[config.mk]
export PLATFORM = sky130hd
export DESIGN_NAME = sort_serializer
export DESIGN_NICKNAME = d
export VERILOG_FILES = /design/src/rtl/sort_serializer.sv
export SDC_FILE = /design/constraint.sdc
export NUM_CORES = 1
export LEC_CHECK = 0
export BUFFER_PORTS_ARGS = -buffer_cell sky130_fd_sc_hd__buf_2
export CORE_MARGIN = 1
export CORE_UTILIZATION = 59
export DETAILED_ROUTE_END_ITERATION = 6
export PLACE_DENSITY = 0.79
export SYNTH_ARGS = -nofsm -noshare
export SYNTH_HDL_FRONTEND = slang
export SYNTH_SLANG_ARGS = --single-unit
[constraint.sdc]
create_clock -name i_clk -period 2.79 [get_ports i_clk]
set_clock_uncertainty 0.1 [all_clocks]
set_input_delay 0.279 -clock i_clk [delete_from_list [all_inputs] [get_ports i_clk]]
set_output_delay 0.279 -clock i_clk [all_outputs]
set_load 0.005 [all_outputs]
[src/rtl/sort_serializer.sv]
// rtl/sort_serializer.sv - group FIFO feeding a 4-beat serializer for sorted number groups
module sort_serializer #(
    parameter int DEPTH = 4
) (
    input  logic                     i_clk,
    input  logic                     i_rst_n,
    input  logic                     i_in_valid,
    input  logic [4:0]               i_in_number1,
    input  logic [4:0]               i_in_number2,
    input  logic [4:0]               i_in_number3,
    input  logic [4:0]               i_in_number4,
    input  logic                     i_out_ready,
    output logic                     o_out_valid,
    output logic [4:0]               o_out_number,
    output logic                     o_out_first,
    output logic                     o_out_last,
    output logic [$clog2(DEPTH):0]   o_fifo_count,
    output logic                     o_overflow
);

    localparam int AW = $clog2(DEPTH);
    localparam int CW = AW + 1;

    localparam logic ST_IDLE = 1'b0;
    localparam logic ST_SEND = 1'b1;

    logic [19:0]   r_mem [DEPTH];
    logic [AW-1:0] r_wr_ptr;
    logic [AW-1:0] r_rd_ptr;
    logic [CW-1:0] r_count;
    logic          r_overflow;
    logic          r_state;
    logic [1:0]    r_idx;
    logic [19:0]   r_group;

    logic          w_full;
    logic          w_empty;
    logic          w_pop;
    logic          w_push;

    assign w_full  = (r_count == CW'(DEPTH));
    assign w_empty = (r_count == '0);

    // Pop when idle, or on the final beat so back-to-back groups leave no bubble.
    assign w_pop  = !w_empty && ((r_state == ST_IDLE) ||
                                (i_out_ready && (r_idx == 2'd3)));
    // A pop in the same edge frees a slot, so a full FIFO still accepts.
    assign w_push = i_in_valid && (!w_full || w_pop);

    always_ff @(posedge i_clk) begin
        if (w_push) begin
            r_mem[r_wr_ptr] <= {i_in_number1, i_in_number2, i_in_number3, i_in_number4};
        end
    end

    always_ff @(posedge i_clk or negedge i_rst_n) begin
        if (!i_rst_n) begin
            r_wr_ptr   <= '0;
            r_rd_ptr   <= '0;
            r_count    <= '0;
            r_overflow <= 1'b0;
        end else begin
            if (w_push) begin
                r_wr_ptr <= r_wr_ptr + AW'(1);
            end
            if (w_pop) begin
                r_rd_ptr <= r_rd_ptr + AW'(1);
            end
            case ({w_push, w_pop})
                2'b10:   r_count <= r_count + CW'(1);
                2'b01:   r_count <= r_count - CW'(1);
                default: r_count <= r_count;
            endcase
            if (i_in_valid && !w_push) begin
                r_overflow <= 1'b1;
            end
        end
    end

    always_ff @(posedge i_clk or negedge i_rst_n) begin
        if (!i_rst_n) begin
            r_state <= ST_IDLE;
            r_idx   <= 2'd0;
            r_group <= '0;
        end else if (w_pop) begin
            r_state <= ST_SEND;
            r_idx   <= 2'd0;
            r_group <= r_mem[r_rd_ptr];
        end else if ((r_state == ST_SEND) && i_out_ready) begin
            if (r_idx == 2'd3) begin
                r_state <= ST_IDLE;
            end
            r_idx <= r_idx + 2'd1;
        end
    end

    always_comb begin
        o_out_number = 5'd0;
        if (r_state == ST_SEND) begin
            case (r_idx)
                2'd0:    o_out_number = r_group[19:15];
                2'd1:    o_out_number = r_group[14:10];
                2'd2:    o_out_number = r_group[9:5];
                default: o_out_number = r_group[4:0];
            endcase
        end
    end

    assign o_out_valid  = (r_state == ST_SEND);
    assign o_out_first  = (r_state == ST_SEND) && (r_idx == 2'd0);
    assign o_out_last   = (r_state == ST_SEND) && (r_idx == 2'd3);
    assign o_fifo_count = r_count;
    assign o_overflow   = r_overflow;

endmodule

==> implementation parameters <==
Parameter                              Value

Cells and area
  Area of all placed cells without fillers ... 5020 um2
  Antenna diode count ... 0
  Final standard cell count with taps included and fillers excluded ... 383
  Fraction of layout instances using a drive strength above 1 ... 0.345
  Area delta synth->final ... 10.8%
  Layout fillers ... 472
  Final design utilization ... 0.684
  Final #Nets ... 314

Power
  Worst supply voltage drop on vdd ... 0.411 mV
  Leakage ... 0.00189 uW
  Power density over the cells ... 1010 nW/um2

Timing
  Period Utilization, post-route ... 0.885
  Max-slew violation total from the final report ... 0
  Worst slew pin tran ... 0.701 ns
  Unrepaired setup endpoints after global routing ... false
  Final worst hold slack ... 0.0277 ns
  Worst-case headroom to the max-slew limit ... 0.533
  Time the final worst path needs with I/O delays and setup ... 2.47 ns
  Achievable clock frequency ... 405 MHz
  Final-report hold violation count ... 0
  Number of endpoints failing setup at the final stage ... 0
  Final TNS setup ... 0 ns

GRT
  Met2 track demand over resource ... 0.324
  Total routing usage reported by global routing ... 0.197
  Met3 usage in global routing ... 0.0539
  Number of antenna violations at the first check in global routing ... 0
  Wire length of the first global-routing pass ... 10800 um
  Pin count of the biggest net entering global routing ... 32
  Met1 usage in global routing ... 0.253
  Total grt overflow ... 0
  Routing layer with the top usage in global route ... met2
  Via count of the first global-routing pass ... 2133

Critical path
  Worst setup slack for register-to-register paths ... 0.32 ns
  Launch point of the worst reg-to-reg path ... r_idx[0]
  Start-to-end type of the worst setup path ... flop to flop
  Buf/Inv on CP ... 2
  Source of the critical timing path ... r_idx[0]
  Required arrival time at the worst endpoint ... 2.98 ns
  Critical-path cell with the highest stage delay ... sky130_fd_sc_hd__dfrtp_1
  Category of the worst setup path capture point ... flop
  Maximum fanout along the worst path ... 7
  Family with the most delay on the worst path ... adder cells
  Crit path largest cell delay ... 0.45 ns
  Chain of cells forming the critical path ... ha_1 -> a21boi_2 -> a31oi_2 -> inv_1 -> ha_1 -> inv_1 -> fa_1 -> xor2_1 -> nor2_1 -> xor2_1
  Crit path DAT ... 2.66 ns
  Startpoint Class ... flop

Synth
  Net count after synthesis ... 267
  Area share of the largest cell type after synthesis ... 0.531
  Synth area leaders ... sky130_fd_sc_hd__edfxtp_1 (53%), sky130_fd_sc_hd__dfrtp_1 (17%), sky130_fd_sc_hd__mux4_2 (9.0%), sky130_fd_sc_hd__mux2_4 (6.0%), sky130_fd_sc_hd__ha_1 (2.8%)
  Share of async-settable or async-resettable flops after synthesis ... 0.279
  Avg Cell Area, Syn ... 19.5 um2
  Netlist cell types ... 31
  XOR/XNOR Fraction of Synth Area ... 0.0116
  Number of enable flip-flop cells after synthesis ... 80
  Share of synthesized area occupied by flip-flops and latches ... 0.702
  Most frequently used flop master after synthesis ... sky130_fd_sc_hd__edfxtp_1
  Main combinational cell family by area after synthesis ... multiplexers
  Area fraction in compound gates after synthesis ... 0.0318
  Cell taking the most area after synthesis ... sky130_fd_sc_hd__edfxtp_1
  Portion of netlist area occupied by mux cells ... 0.168
  Count of warnings emitted by yosys ... 0
  Post-synthesis register bit count ... 111
  Post-synthesis share of cell area spent on full adders, half adders and majority gates ... 0.0321
  Post-synthesis instance area ... 4530 um2
  Count of mapped cells out of synthesis ... 232
  Post-synthesis share of cell area spent on and, or, nand and nor gates ... 0.0348

Floorplan
  Die span in y ... 89.6 um
  Die X-Extent ... 89.6 um
  Initial core utilization ... 0.618
  Number of ports placed on the die boundary ... 36
  Die Outline Area ... 8030 um2
  Area inside the core boundary ... 7330 um2
  Number of core rows ... 31

Place
  Cell count after placement ... 365
  Area after DPL ... 4820 um2
  Sum of net half-perimeters after detailed placement ... 4310 um
  Buffers added on ports ... 35
  Gp weighted congestion ... 0.717

Detailed routing
  Detailed Route Iter0 Violations ... 112
  Routed via count divided by cell count ... 5.58
  Via count of the routed design ... 2138
  Remaining antenna violation count after routing ... 0
  Final WL ... 6870 um
  Count of TritonRoute iterations in the first routing pass ... 5
  Average wire length per cell after detail routing ... 17.9 um
  # DRC ... 0

CTS
  Clock transition at the registers of the reported paths ... 0.10 ns
  CTS max path bufs ... 2
  CTS tree ... built
  Sink Count ... 111
  Num CTS Buffers ... 9
  H-Tree Level Count ... 3
  Cts hold-fix bufs ... 1
  Total setup buffers inserted after CTS ... 0
  Clock tree root buffer cell ... sky130_fd_sc_hd__clkbuf_8
  Post_cts resized ... 0
  Worst skew pair latency ... 0.36 ns

Hold path
  Classification of the worst-slack hold path ... input pin to flop
  HP Start ... i_in_number4[4]

Run status
  Run status ... completed

Flow run
  # Max-Cap Violations ... 0
-- power breakdown --
group          internal (uW)  switching [uW]  total, uW
logic                    925             776       1700
clock network            336             510        846
registers               2250             265       2520
total                   3510            1550       5070
-- metal layers --
metal | wire [um] | up-vias
met5 | 0 | -
met4 | 99 | 0
met3 | 310 | 10
met2 | 3430 | 54
met1 | 3020 | 1076
li1 | - | 998
-- synth_stat cells, types with 2 or more instances --
master and number:
sky130_fd_sc_hd__o21ai_0 6, sky130_fd_sc_hd__a222oi_1 5, sky130_fd_sc_hd__mux4_1 2, sky130_fd_sc_hd__dfrtp_1 31, sky130_fd_sc_hd__xor2_1 4, sky130_fd_sc_hd__buf_6 2
sky130_fd_sc_hd__nand3_1 2, sky130_fd_sc_hd__nand2b_1 3, sky130_fd_sc_hd__ha_1 10, sky130_fd_sc_hd__mux4_2 18, sky130_fd_sc_hd__nand2_1 6, sky130_fd_sc_hd__nor2_1 2
sky130_fd_sc_hd__mux2_4 18, sky130_fd_sc_hd__a21oi_1 2, sky130_fd_sc_hd__a31oi_1 2, sky130_fd_sc_hd__mux2_2 3, sky130_fd_sc_hd__inv_1 9, sky130_fd_sc_hd__xnor2_1 2
sky130_fd_sc_hd__buf_4 2, sky130_fd_sc_hd__and2_1 11, sky130_fd_sc_hd__clkbuf_1 3, sky130_fd_sc_hd__edfxtp_1 80
-- sequential cells by signal, indices dropped and copies added, names as in the netlist --
register and cells:
r_mem 80, r_wr_ptr 2, r_idx 2, o_fifo_count 3
r_rd_ptr 2, o_overflow 1, o_out_valid 1, r_group 20
-- kinds of logic (layout without fill, tap and decap cells) --
logic type,after synthesis,after routing
xor+xnor,6,6
compound gates,19,19
flops,111,111
buf+inv,17,69
mux,41,41
simple gates,27,27
fa+ha+maj,11,11
-- final timing paths --
check                                  end  cells past startpoint
max reg2reg                o_fifo_count[2]                     10
min reg2reg                     o_overflow                      1
max                        o_fifo_count[2]                     10
min in group asynchronous       r_group[0]                      2
max in group asynchronous      o_out_valid                      2
min                            r_mem[1][4]                      1
-- worst reg2reg max path, cell delays in order (launching register included) --
cell and delay [ns]:
sky130_fd_sc_hd__dfrtp_1 0.45, sky130_fd_sc_hd__ha_1 0.26, sky130_fd_sc_hd__a21boi_2 0.26, sky130_fd_sc_hd__a31oi_2 0.22, sky130_fd_sc_hd__inv_1 0.10, sky130_fd_sc_hd__ha_1 0.17
sky130_fd_sc_hd__inv_1 0.06, sky130_fd_sc_hd__fa_1 0.37, sky130_fd_sc_hd__xor2_1 0.15, sky130_fd_sc_hd__nor2_1 0.11, sky130_fd_sc_hd__xor2_1 0.14
-- cells in the final DEF (no fill, tap or decap), types with 2 or more instances in the layout --
cell	n
sky130_fd_sc_hd__a21oi_1	2
sky130_fd_sc_hd__a222oi_1	5
sky130_fd_sc_hd__a31oi_1	2
sky130_fd_sc_hd__and2_1	11
sky130_fd_sc_hd__buf_2	35
sky130_fd_sc_hd__buf_4	7
sky130_fd_sc_hd__clkbuf_1	2
sky130_fd_sc_hd__clkbuf_8	9
sky130_fd_sc_hd__clkinv_4	2
sky130_fd_sc_hd__dfrtp_1	31
sky130_fd_sc_hd__dlygate4sd3_1	2
sky130_fd_sc_hd__edfxtp_1	80
sky130_fd_sc_hd__ha_1	10
sky130_fd_sc_hd__inv_1	9
sky130_fd_sc_hd__mux2_2	3
sky130_fd_sc_hd__mux2_4	18
sky130_fd_sc_hd__mux4_1	2
sky130_fd_sc_hd__mux4_2	18
sky130_fd_sc_hd__nand2_1	6
sky130_fd_sc_hd__nand2b_1	3
sky130_fd_sc_hd__nand3_1	2
sky130_fd_sc_hd__nor2_1	2
sky130_fd_sc_hd__o21ai_0	6
sky130_fd_sc_hd__xnor2_1	2
sky130_fd_sc_hd__xor2_1	4
-- per-stage QoR --
step                      total power [uW]  setup WS, ns
after global routing                  5380         0.150
after CTS                             5120         0.304
after global placement                4230         0.415
final                                 5070         0.321
after floorplan                       3780         0.530
after detailed placement              4280         0.334
-- layout make-up --
| cell class | count | area [um2] | share of cell area |
|---|---|---|---|
| inverter | 9 | 33.8 | 0.00673 |
| sequential | 111 | 3180 | 0.633 |
| clock buffer | 11 | 131 | 0.0262 |
| multi-input combinational | 104 | 1260 | 0.251 |
| clock inverter | 5 | 41.3 | 0.00823 |
| tap | 99 | 124 | 0.0247 |
| timing repair buffer | 44 | 248 | 0.0494 |
No activity file was read; power rests on OpenSTA's default activity.
